--- src/rtl/renamed_regfile_ckpt_if.sv ---
// Bundle between the rename/commit front end and the renamed register file.
// master drives issue/commit/read/checkpoint controls; slave returns reads
// and checkpoint allocation status.
interface renamed_regfile_ckpt_if #(
    parameter int XLEN  = 32,
    parameter int NREG  = 32,
    parameter int ROB_W = 4,
    parameter int NCKPT = 4
);
    localparam int RW = $clog2(NREG);
    localparam int CW = $clog2(NCKPT);

    logic             rollback;
    logic             issue;
    logic [RW-1:0]    issue_rd;
    logic [ROB_W-1:0] issue_rob_pos;

    logic             commit;
    logic [RW-1:0]    commit_rd;
    logic [XLEN-1:0]  commit_val;
    logic [ROB_W-1:0] commit_rob_pos;

    logic [RW-1:0]    rs1;
    logic [RW-1:0]    rs2;
    logic [XLEN-1:0]  val1;
    logic [XLEN-1:0]  val2;
    logic [ROB_W:0]   rob_id1;
    logic [ROB_W:0]   rob_id2;

    logic             ckpt_req;
    logic [CW-1:0]    ckpt_id;
    logic             ckpt_full;
    logic             ckpt_free;
    logic [NCKPT-1:0] ckpt_free_mask;

    logic             restore;
    logic [CW-1:0]    restore_id;
    logic [NCKPT-1:0] restore_kill_mask;

    modport master (
        output rollback, issue, issue_rd, issue_rob_pos,
        output commit, commit_rd, commit_val, commit_rob_pos,
        output rs1, rs2, ckpt_req, ckpt_free, ckpt_free_mask,
        output restore, restore_id, restore_kill_mask,
        input  val1, val2, rob_id1, rob_id2, ckpt_id, ckpt_full
    );

    modport slave (
        input  rollback, issue, issue_rd, issue_rob_pos,
        input  commit, commit_rd, commit_val, commit_rob_pos,
        input  rs1, rs2, ckpt_req, ckpt_free, ckpt_free_mask,
        input  restore, restore_id, restore_kill_mask,
        output val1, val2, rob_id1, rob_id2, ckpt_id, ckpt_full
    );
endinterface

--- src/rtl/renamed_regfile_ckpt.sv ---
// Renamed architectural register file with rename-table checkpoints.
// Ports: clk, rst (sync, active high), rdy (global enable), bus (slave side
// of renamed_regfile_ckpt_if: issue, commit, 2 read ports, ckpt/restore).
module renamed_regfile_ckpt #(
    parameter int XLEN  = 32,
    parameter int NREG  = 32,
    parameter int ROB_W = 4,
    parameter int NCKPT = 4
) (
    input  logic clk,
    input  logic rst,
    input  logic rdy,
    renamed_regfile_ckpt_if.slave bus
);
    localparam int CW = $clog2(NCKPT);

    typedef logic [ROB_W:0] tag_t;

    logic [XLEN-1:0]  val_q [NREG];
    tag_t             tag_q [NREG];
    tag_t             tag_nx [NREG];
    tag_t             ck_q [NCKPT][NREG];
    logic [NCKPT-1:0] vld_q;
    logic [NCKPT-1:0] vld_nx;
    logic [CW-1:0]    free_id;
    tag_t             ctag;
    logic             cmt_wr;
    logic             true_cmt;
    logic             alloc;

    assign ctag     = {1'b1, bus.commit_rob_pos};
    assign cmt_wr   = bus.commit && (bus.commit_rd != '0);
    // A commit only retires the rename if the ROB entry is still the
    // youngest writer of that register.
    assign true_cmt = cmt_wr && (tag_q[bus.commit_rd] == ctag);
    assign alloc    = bus.ckpt_req && !bus.ckpt_full
                      && !bus.rollback && !bus.restore;

    always_comb begin
        free_id = '0;
        for (int i = NCKPT - 1; i >= 0; i--) begin
            if (!vld_q[i]) free_id = CW'(i);
        end
    end

    assign bus.ckpt_id   = free_id;
    assign bus.ckpt_full = &vld_q;

    always_comb begin
        bus.val1    = val_q[bus.rs1];
        bus.rob_id1 = tag_q[bus.rs1];
        bus.val2    = val_q[bus.rs2];
        bus.rob_id2 = tag_q[bus.rs2];
        if (true_cmt && bus.rs1 == bus.commit_rd) begin
            bus.val1    = bus.commit_val;
            bus.rob_id1 = '0;
        end
        if (true_cmt && bus.rs2 == bus.commit_rd) begin
            bus.val2    = bus.commit_val;
            bus.rob_id2 = '0;
        end
    end

    always_comb begin
        for (int r = 0; r < NREG; r++) tag_nx[r] = tag_q[r];
        if (bus.rollback) begin
            for (int r = 0; r < NREG; r++) tag_nx[r] = '0;
        end else if (bus.restore) begin
            for (int r = 0; r < NREG; r++) begin
                tag_nx[r] = ck_q[bus.restore_id][r];
            end
            if (true_cmt && tag_nx[bus.commit_rd] == ctag) begin
                tag_nx[bus.commit_rd] = '0;
            end
        end else begin
            if (true_cmt) tag_nx[bus.commit_rd] = '0;
            // Issue lands after the clear so a same-cycle rename wins.
            if (bus.issue && bus.issue_rd != '0) begin
                tag_nx[bus.issue_rd] = {1'b1, bus.issue_rob_pos};
            end
        end
    end

    always_comb begin
        vld_nx = vld_q;
        if (bus.rollback) begin
            vld_nx = '0;
        end else if (bus.restore) begin
            vld_nx = vld_q & ~bus.restore_kill_mask;
        end else begin
            if (bus.ckpt_free) vld_nx = vld_nx & ~bus.ckpt_free_mask;
            if (alloc) vld_nx[free_id] = 1'b1;
        end
    end

    // Checkpoint payloads are not reset; only the valid bits gate their use.
    always_ff @(posedge clk) begin
        if (rst) begin
            for (int r = 0; r < NREG; r++) begin
                val_q[r] <= '0;
                tag_q[r] <= '0;
            end
            vld_q <= '0;
        end else if (rdy) begin
            if (cmt_wr) val_q[bus.commit_rd] <= bus.commit_val;
            for (int r = 0; r < NREG; r++) tag_q[r] <= tag_nx[r];
            vld_q <= vld_nx;
            for (int i = 0; i < NCKPT; i++) begin
                if (vld_q[i] && true_cmt
                    && ck_q[i][bus.commit_rd] == ctag) begin
                    ck_q[i][bus.commit_rd] <= '0;
                end
            end
            // The new slot is invalid, so the clear loop never touches it.
            if (alloc) begin
                for (int r = 0; r < NREG; r++) begin
                    ck_q[free_id][r] <= tag_nx[r];
                end
            end
        end
    end
endmodule

--- src/flat_wrapper.sv ---
// flat-port wrapper written by rule: the top's interface ports become plain ports
module renamed_regfile_ckpt_flat 
#(
    parameter int XLEN  = 32,
    parameter int NREG  = 32,
    parameter int ROB_W = 4,
    parameter int NCKPT = 4
)
  (clk, rst, rdy, bus_rollback, bus_issue, bus_issue_rd, bus_issue_rob_pos, bus_commit, bus_commit_rd, bus_commit_val, bus_commit_rob_pos, bus_rs1, bus_rs2, bus_ckpt_req, bus_ckpt_free, bus_ckpt_free_mask, bus_restore, bus_restore_id, bus_restore_kill_mask, bus_val1, bus_val2, bus_rob_id1, bus_rob_id2, bus_ckpt_id, bus_ckpt_full);
  renamed_regfile_ckpt_if #(.XLEN(XLEN), .NREG(NREG), .ROB_W(ROB_W), .NCKPT(NCKPT)) bus_i ();
  input  logic clk;
  input  logic rst;
  input  logic rdy;
  input wire logic [$bits(bus_i.rollback)-1:0] bus_rollback;
  input wire logic [$bits(bus_i.issue)-1:0] bus_issue;
  input wire logic [$bits(bus_i.issue_rd)-1:0] bus_issue_rd;
  input wire logic [$bits(bus_i.issue_rob_pos)-1:0] bus_issue_rob_pos;
  input wire logic [$bits(bus_i.commit)-1:0] bus_commit;
  input wire logic [$bits(bus_i.commit_rd)-1:0] bus_commit_rd;
  input wire logic [$bits(bus_i.commit_val)-1:0] bus_commit_val;
  input wire logic [$bits(bus_i.commit_rob_pos)-1:0] bus_commit_rob_pos;
  input wire logic [$bits(bus_i.rs1)-1:0] bus_rs1;
  input wire logic [$bits(bus_i.rs2)-1:0] bus_rs2;
  input wire logic [$bits(bus_i.ckpt_req)-1:0] bus_ckpt_req;
  input wire logic [$bits(bus_i.ckpt_free)-1:0] bus_ckpt_free;
  input wire logic [$bits(bus_i.ckpt_free_mask)-1:0] bus_ckpt_free_mask;
  input wire logic [$bits(bus_i.restore)-1:0] bus_restore;
  input wire logic [$bits(bus_i.restore_id)-1:0] bus_restore_id;
  input wire logic [$bits(bus_i.restore_kill_mask)-1:0] bus_restore_kill_mask;
  output wire logic [$bits(bus_i.val1)-1:0] bus_val1;
  output wire logic [$bits(bus_i.val2)-1:0] bus_val2;
  output wire logic [$bits(bus_i.rob_id1)-1:0] bus_rob_id1;
  output wire logic [$bits(bus_i.rob_id2)-1:0] bus_rob_id2;
  output wire logic [$bits(bus_i.ckpt_id)-1:0] bus_ckpt_id;
  output wire logic [$bits(bus_i.ckpt_full)-1:0] bus_ckpt_full;
  assign bus_i.rollback = bus_rollback;
  assign bus_i.issue = bus_issue;
  assign bus_i.issue_rd = bus_issue_rd;
  assign bus_i.issue_rob_pos = bus_issue_rob_pos;
  assign bus_i.commit = bus_commit;
  assign bus_i.commit_rd = bus_commit_rd;
  assign bus_i.commit_val = bus_commit_val;
  assign bus_i.commit_rob_pos = bus_commit_rob_pos;
  assign bus_i.rs1 = bus_rs1;
  assign bus_i.rs2 = bus_rs2;
  assign bus_i.ckpt_req = bus_ckpt_req;
  assign bus_i.ckpt_free = bus_ckpt_free;
  assign bus_i.ckpt_free_mask = bus_ckpt_free_mask;
  assign bus_i.restore = bus_restore;
  assign bus_i.restore_id = bus_restore_id;
  assign bus_i.restore_kill_mask = bus_restore_kill_mask;
  assign bus_val1 = bus_i.val1;
  assign bus_val2 = bus_i.val2;
  assign bus_rob_id1 = bus_i.rob_id1;
  assign bus_rob_id2 = bus_i.rob_id2;
  assign bus_ckpt_id = bus_i.ckpt_id;
  assign bus_ckpt_full = bus_i.ckpt_full;
  renamed_regfile_ckpt #(.XLEN(XLEN), .NREG(NREG), .ROB_W(ROB_W), .NCKPT(NCKPT)) u_core (.clk(clk), .rst(rst), .rdy(rdy), .bus(bus_i));
endmodule
--- config.mk ---
export PLATFORM = sky130hd
export DESIGN_NAME = renamed_regfile_ckpt_flat
export DESIGN_NICKNAME = d
export VERILOG_FILES = /design/src/rtl/renamed_regfile_ckpt_if.sv /design/src/rtl/renamed_regfile_ckpt.sv /design/src/flat_wrapper.sv
export SDC_FILE = /design/constraint.sdc
export NUM_CORES = 2
export LEC_CHECK = 0
export ABC_AREA = 1
export BUFFER_PORTS_ARGS = -buffer_cell sky130_fd_sc_hd__buf_2
export CAP_MARGIN = 20
export CORE_MARGIN = 1
export CORE_UTILIZATION = 30
export DETAILED_ROUTE_END_ITERATION = 10
export PLACE_DENSITY = 0.45
export SYNTH_ARGS = -nofsm -noshare
export SYNTH_HDL_FRONTEND = slang
export SYNTH_SLANG_ARGS = --single-unit
--- constraint.sdc ---
create_clock -name clk -period 4.3 [get_ports clk]
set_clock_uncertainty 0.05 [all_clocks]
set_input_delay 0.215 -clock clk [delete_from_list [all_inputs] [get_ports clk]]
set_output_delay 0.215 -clock clk [all_outputs]
set_load 0.05 [all_outputs]
# Word level (Yosys, flattened, before mapping)
# Memory sizes are Yosys's and may differ from the RTL's.
# Cells that the tools add are included.
[op_classes] magnitude_cmp=6 eq_ne=8 n_mux=107 bitwise_logic=42 reduce_logical=27
[op_table] op="two-way mux 160 bit" count=11
[op_table] op="bitwise AND 160 bit" count=2
[op_table] op="two-way mux 5 bit" count=47
[op_table] op="bitwise mux 160 bit" count=1
[op_table] op="inverter 160 bit" count=1
[op_table] op="binary-select mux 5 bit (select 5 bit)" count=5
[op_table] op="two-way mux 32 bit" count=3
[op_table] op="demux 5 bit (select 5 bit)" count=2
[op_table] op="== test 5 bit" count=8
[op_table] op="OR 1 bit" count=32
[op_table] op="OR reduction 32 bit" count=1
[op_table] op="two-way mux 1 bit" count=27
[op_table] op="two-way mux 4 bit" count=6
[op_table] op="logical AND 1 bit" count=20
[op_table] op=">= comparator 6 bit, second input constant" count=2
[op_table] op="less-than comparator 6 x 1 -> 1 bit, second input constant" count=2
[op_table] op="inverter 5 -> 6 bit" count=2
[op_table] op="nonzero test 5 bit" count=2
[op_table] op="bitwise AND 4 bit" count=2
[op_table] op="two-way mux 2 bit" count=4
[op_table] op="inverter 4 bit" count=2
[op_table] op="OR 4 bit" count=1
[op_table] op="AND reduction 4 bit" count=1
[op_table] op="zero test 1 bit" count=3
[op_table] op="3 further kinds" count=3
[word_totals] ff_bits=4 ram_bits=1824 in_bits=79 out_inout_bits=77 word_cells=194 n_memories=3
[mem_list] name="u_core.val_q" words=32 width=32 read_ports=2 rd_clocked_by_memory_dff=0 wr=32 line_no="renamed_regfile_ckpt.sv:19" source="logic [XLEN-1:0] val_q [NREG];"
[mem_list] name="u_core.ck_q" words=4 width=160 read_ports=5 rd_clocked_by_memory_dff=0 wr=5 line_no="renamed_regfile_ckpt.sv:22" source="tag_t ck_q [NCKPT][NREG];"
[mem_list] name="u_core.tag_q" words=32 width=5 read_ports=35 rd_clocked_by_memory_dff=0 wr=32 line_no="renamed_regfile_ckpt.sv:20" source="tag_t tag_q [NREG];"

# Depth between registers and ports, before layout
[depth] word_depth=15 ltp_mapped=23 depth_no_buf=19

# Worst setup path before layout
# Ideal clock, no wire load.
[synth_path] kind="input -> register" startpoint="input port rst" endpoint="memory u_core.tag_q[0][0] (netlist bit), enable pin" setup_time_ps=512 t_arrival_ps=3686 t_required_ps=3738 setup_slack_ps=52 stages=3 path_buffers=1 cell_sequence="clkbuf_1 -> nor2_1 -> inv_1"
[synth_rtl] item="from (decl)" line_no="flat_wrapper.sv:12" source="input logic rst;"
[synth_rtl] item="to (decl)" line_no="renamed_regfile_ckpt.sv:20"

==> results.md <==
* CTS tree: built
* Total track usage at 0.303
* Nets at around 13000
* Drt wl/cell at 31.7 um
* I/O Pins at ~160
* Starting DRT DRC Count at ~15000
* Row count at 217
* Post-Syn Area at 0.105 mm2
* Vias in the first global route at 98200
* Commonest cells post-synth: 2158 x nand2_1, 1824 x edfxtp_1, 1732 x nor2_1
* WS Path Type: reg -> out
* Num CTS Buffers at between 200 and 250
* Count of different cell masters after synthesis at 52
* Seq/Total Area, Yosys at 0.521
* Routed WL at 562000 um
* Initial antenna violation count at 42
* R2r setup slk at 470 ps
* Dpl cells at around 17000
* Area delta synth->final at 18.6%
* Post-synth EDFFs at between 1500 and 2000
* Area contributors post-synth: edfxtp_1 52%, a21oi_1 8.0%, nand2_1 7.7%
* Fin crit share at 0.990
* Crit. Startpoint: u_core.tag_q[14][2]
* I/O Buffers at 155
* GRT overflow at 0
* Worst Hold Class: in -> reg
* PD cells at 368 mW/mm2
* ANT nets after route at 0
* Maxcap violations at 0
* Ys async rst share at 0
* Status: finished clean
* Setup crit end: bus_val2[1]
* Layout Cells excl Fill at 17800
* Sink Count at ~1800
* Final core utilization at 0.358
* Worst Path Required at between 4000 and 5000 ps
* Layout cells sized above 1 at 0.120
* Hold Slack at about 67 ps
* Worst path setup slack after routing at 41.3 ps
* Die Y at 595 um
* RR Endpoint: u_core.tag_q[8][3]
* CTS HTree Levels at 4
* Final weighted congestion in routability-driven placement at approximately 1.0
* Post-layout minimum cycle time at 4260 ps
* Worst skew pair latency at 970 ps
* Arrival time worst endpoint at 3990 ps
* Leakage at 47.0 nW
* Crit path max fanout at 8
* Worst hold start: rst
* Die area at ~0.35 mm2
* RSZ-0062 raised after global routing: yes
* Synth Area per Inst at approximately 8.2 um2
* Final instance area at 0.125 mm2
* Final Power at 46.0 mW
* Maximum VDD drop at 327 uV
* Least-Margin Pin Slew at 1280 ps
* Post-DP Area at 0.117 mm2
* Die width at 595 um
* Rel. slew slack at 0.136
* Synth top area share at 0.520
* First-pass GRT wire length at 772000 um
* FILL cells at between 30000 and 40000
* TNS Setup at 0 ps
* Clock Path Buffers at 4
* HPWL Detailed at about 370000 um
* Via count at 106000
* Synth Flop Type: edfxtp_1
* Initial Util at 0.302
* Hold Vio Cnt, Final at 0
* Post-Place Worst Slack at 32.8 ps
* Setup crit end kind: output port
* Post-Syn Instances at 12800
* Top cell type by total area after synthesis: edfxtp_1
* DRC Markers at 0
* Mean number of vias per cell at ~6.0
* DRT Pass-1 Iters at 10
* Worst reg2reg path depth at 16
* Synth Warn # at 0
* Finish-stage setup viols at 0
* CTS clk-pin slew, worst paths at around 60 ps
* Root Driver: clkbuf_16
* Crit start category: register
* Achievable Freq at 235 MHz
* Final Max Tran Viols at 0
* CORE AREA at 0.349 mm2
* Largest net degree at the start of global routing at 181
* Number of synthesized register bits at between 1500 and 2000
* Count leader, synth: nand2_1
* R2R Path Start: u_core.ck_q[3][111]
## registers in the layout (all words and copies together), names as in the netlist
register	cells
u_core.vld_q	4
u_core.ck_q	640
u_core.val_q	1024
u_core.tag_q	160
## cell families after synthesis
family,share of synthesized area
simple gates,0.203
compound gates,0.206
flops,0.521
buf+inv,0.0696
xor+xnor,0.000582
other cells,0.0000356
## how the worst min path moves through the flow
stage                                     end  slack [ps]  cells past startpoint
after floorplan               u_core.vld_q[2]         420                      3
after global placement        u_core.vld_q[1]         510                      2
after detailed placement      u_core.vld_q[1]         520                      2
after CTS                  u_core.ck_q[2][92]          10                      5
after global routing      u_core.ck_q[2][158]          50                      4
final                     u_core.ck_q[2][158]          70                      4
## area by class of cell
class                           count  area (um2)  area share
Antenna cell                       28        70.1    0.000561
Clock buffer                      277        5780      0.0463
Clock inverter                    125        1040     0.00831
Inverter                          683        2670      0.0213
Multi-Input combinational cell   9156       43900       0.351
Sequential cell                  1828       54900       0.439
Tap cell                         4599        5750      0.0460
Timing Repair Buffer             1065       10900      0.0874
## worst max-delay path, cell delays in order, from the launching register on
cell and delay (ps):
edfxtp_1 530, nand2_1 130, nand2_1 80, nand2_1 100, nand2_1 100, nand2_1 120, nand2_1 70, nor2_1 170
nand2_1 70, nand2_1 60, nand2_1 60, nor2_2 120, nand3_2 140, inv_8 110, buf_16 180, nand2_8 190
buf_12 240, o21ai_0 250, buf_2 330
## placed cells by master (no fill, tap or decap), types with 36 or more instances in the layout
| cell type | n |
|---|---|
| a21oi_1 | 1676 |
| a22oi_1 | 236 |
| a31oi_1 | 36 |
| buf_12 | 215 |
| buf_2 | 95 |
| buf_4 | 672 |
| clkbuf_1 | 54 |
| clkbuf_16 | 230 |
| clkinv_1 | 60 |
| clkinv_2 | 42 |
| dlygate4sd3_1 | 45 |
| edfxtp_1 | 1824 |
| inv_1 | 639 |
| nand2_1 | 2087 |
| nand2_2 | 79 |
| nand3_1 | 1134 |
| nor2_1 | 1724 |
| o211ai_1 | 256 |
| o21ai_0 | 1441 |
| o21ai_1 | 68 |
| o21ai_2 | 45 |
| o221ai_1 | 66 |
| o22ai_1 | 54 |
## where the power goes
| group | leakage (nW) | total [mW] | internal [mW] | switching (mW) |
|---|---|---|---|---|
| registers | 18.6 | 20.6 | 20.2 | 0.436 |
| clock network | 3.33 | 18.6 | 10.3 | 8.27 |
| logic | 25.1 | 6.79 | 1.78 | 5.02 |
## metal layers
layer  up-vias  track usage  share of wire
li1      45200            -              -
met3      1383       0.0631           0.10
met4        26        0.163          0.062
met2      7062        0.468           0.44
met5         -            0        0.00029
met1     52200        0.399           0.40
## timing repair
item / CTS / global route
endpoints found under the hold margin: 851 / 62
hold buffers: 43 / 2
pin swaps: 0 / 3
cloned: 0 / 10
buffers inserted: 1 / 7
setup endpoints to repair: 58 / 67
resized for setup: 92 / 114
No activity file was read; power rests on OpenSTA's default activity.
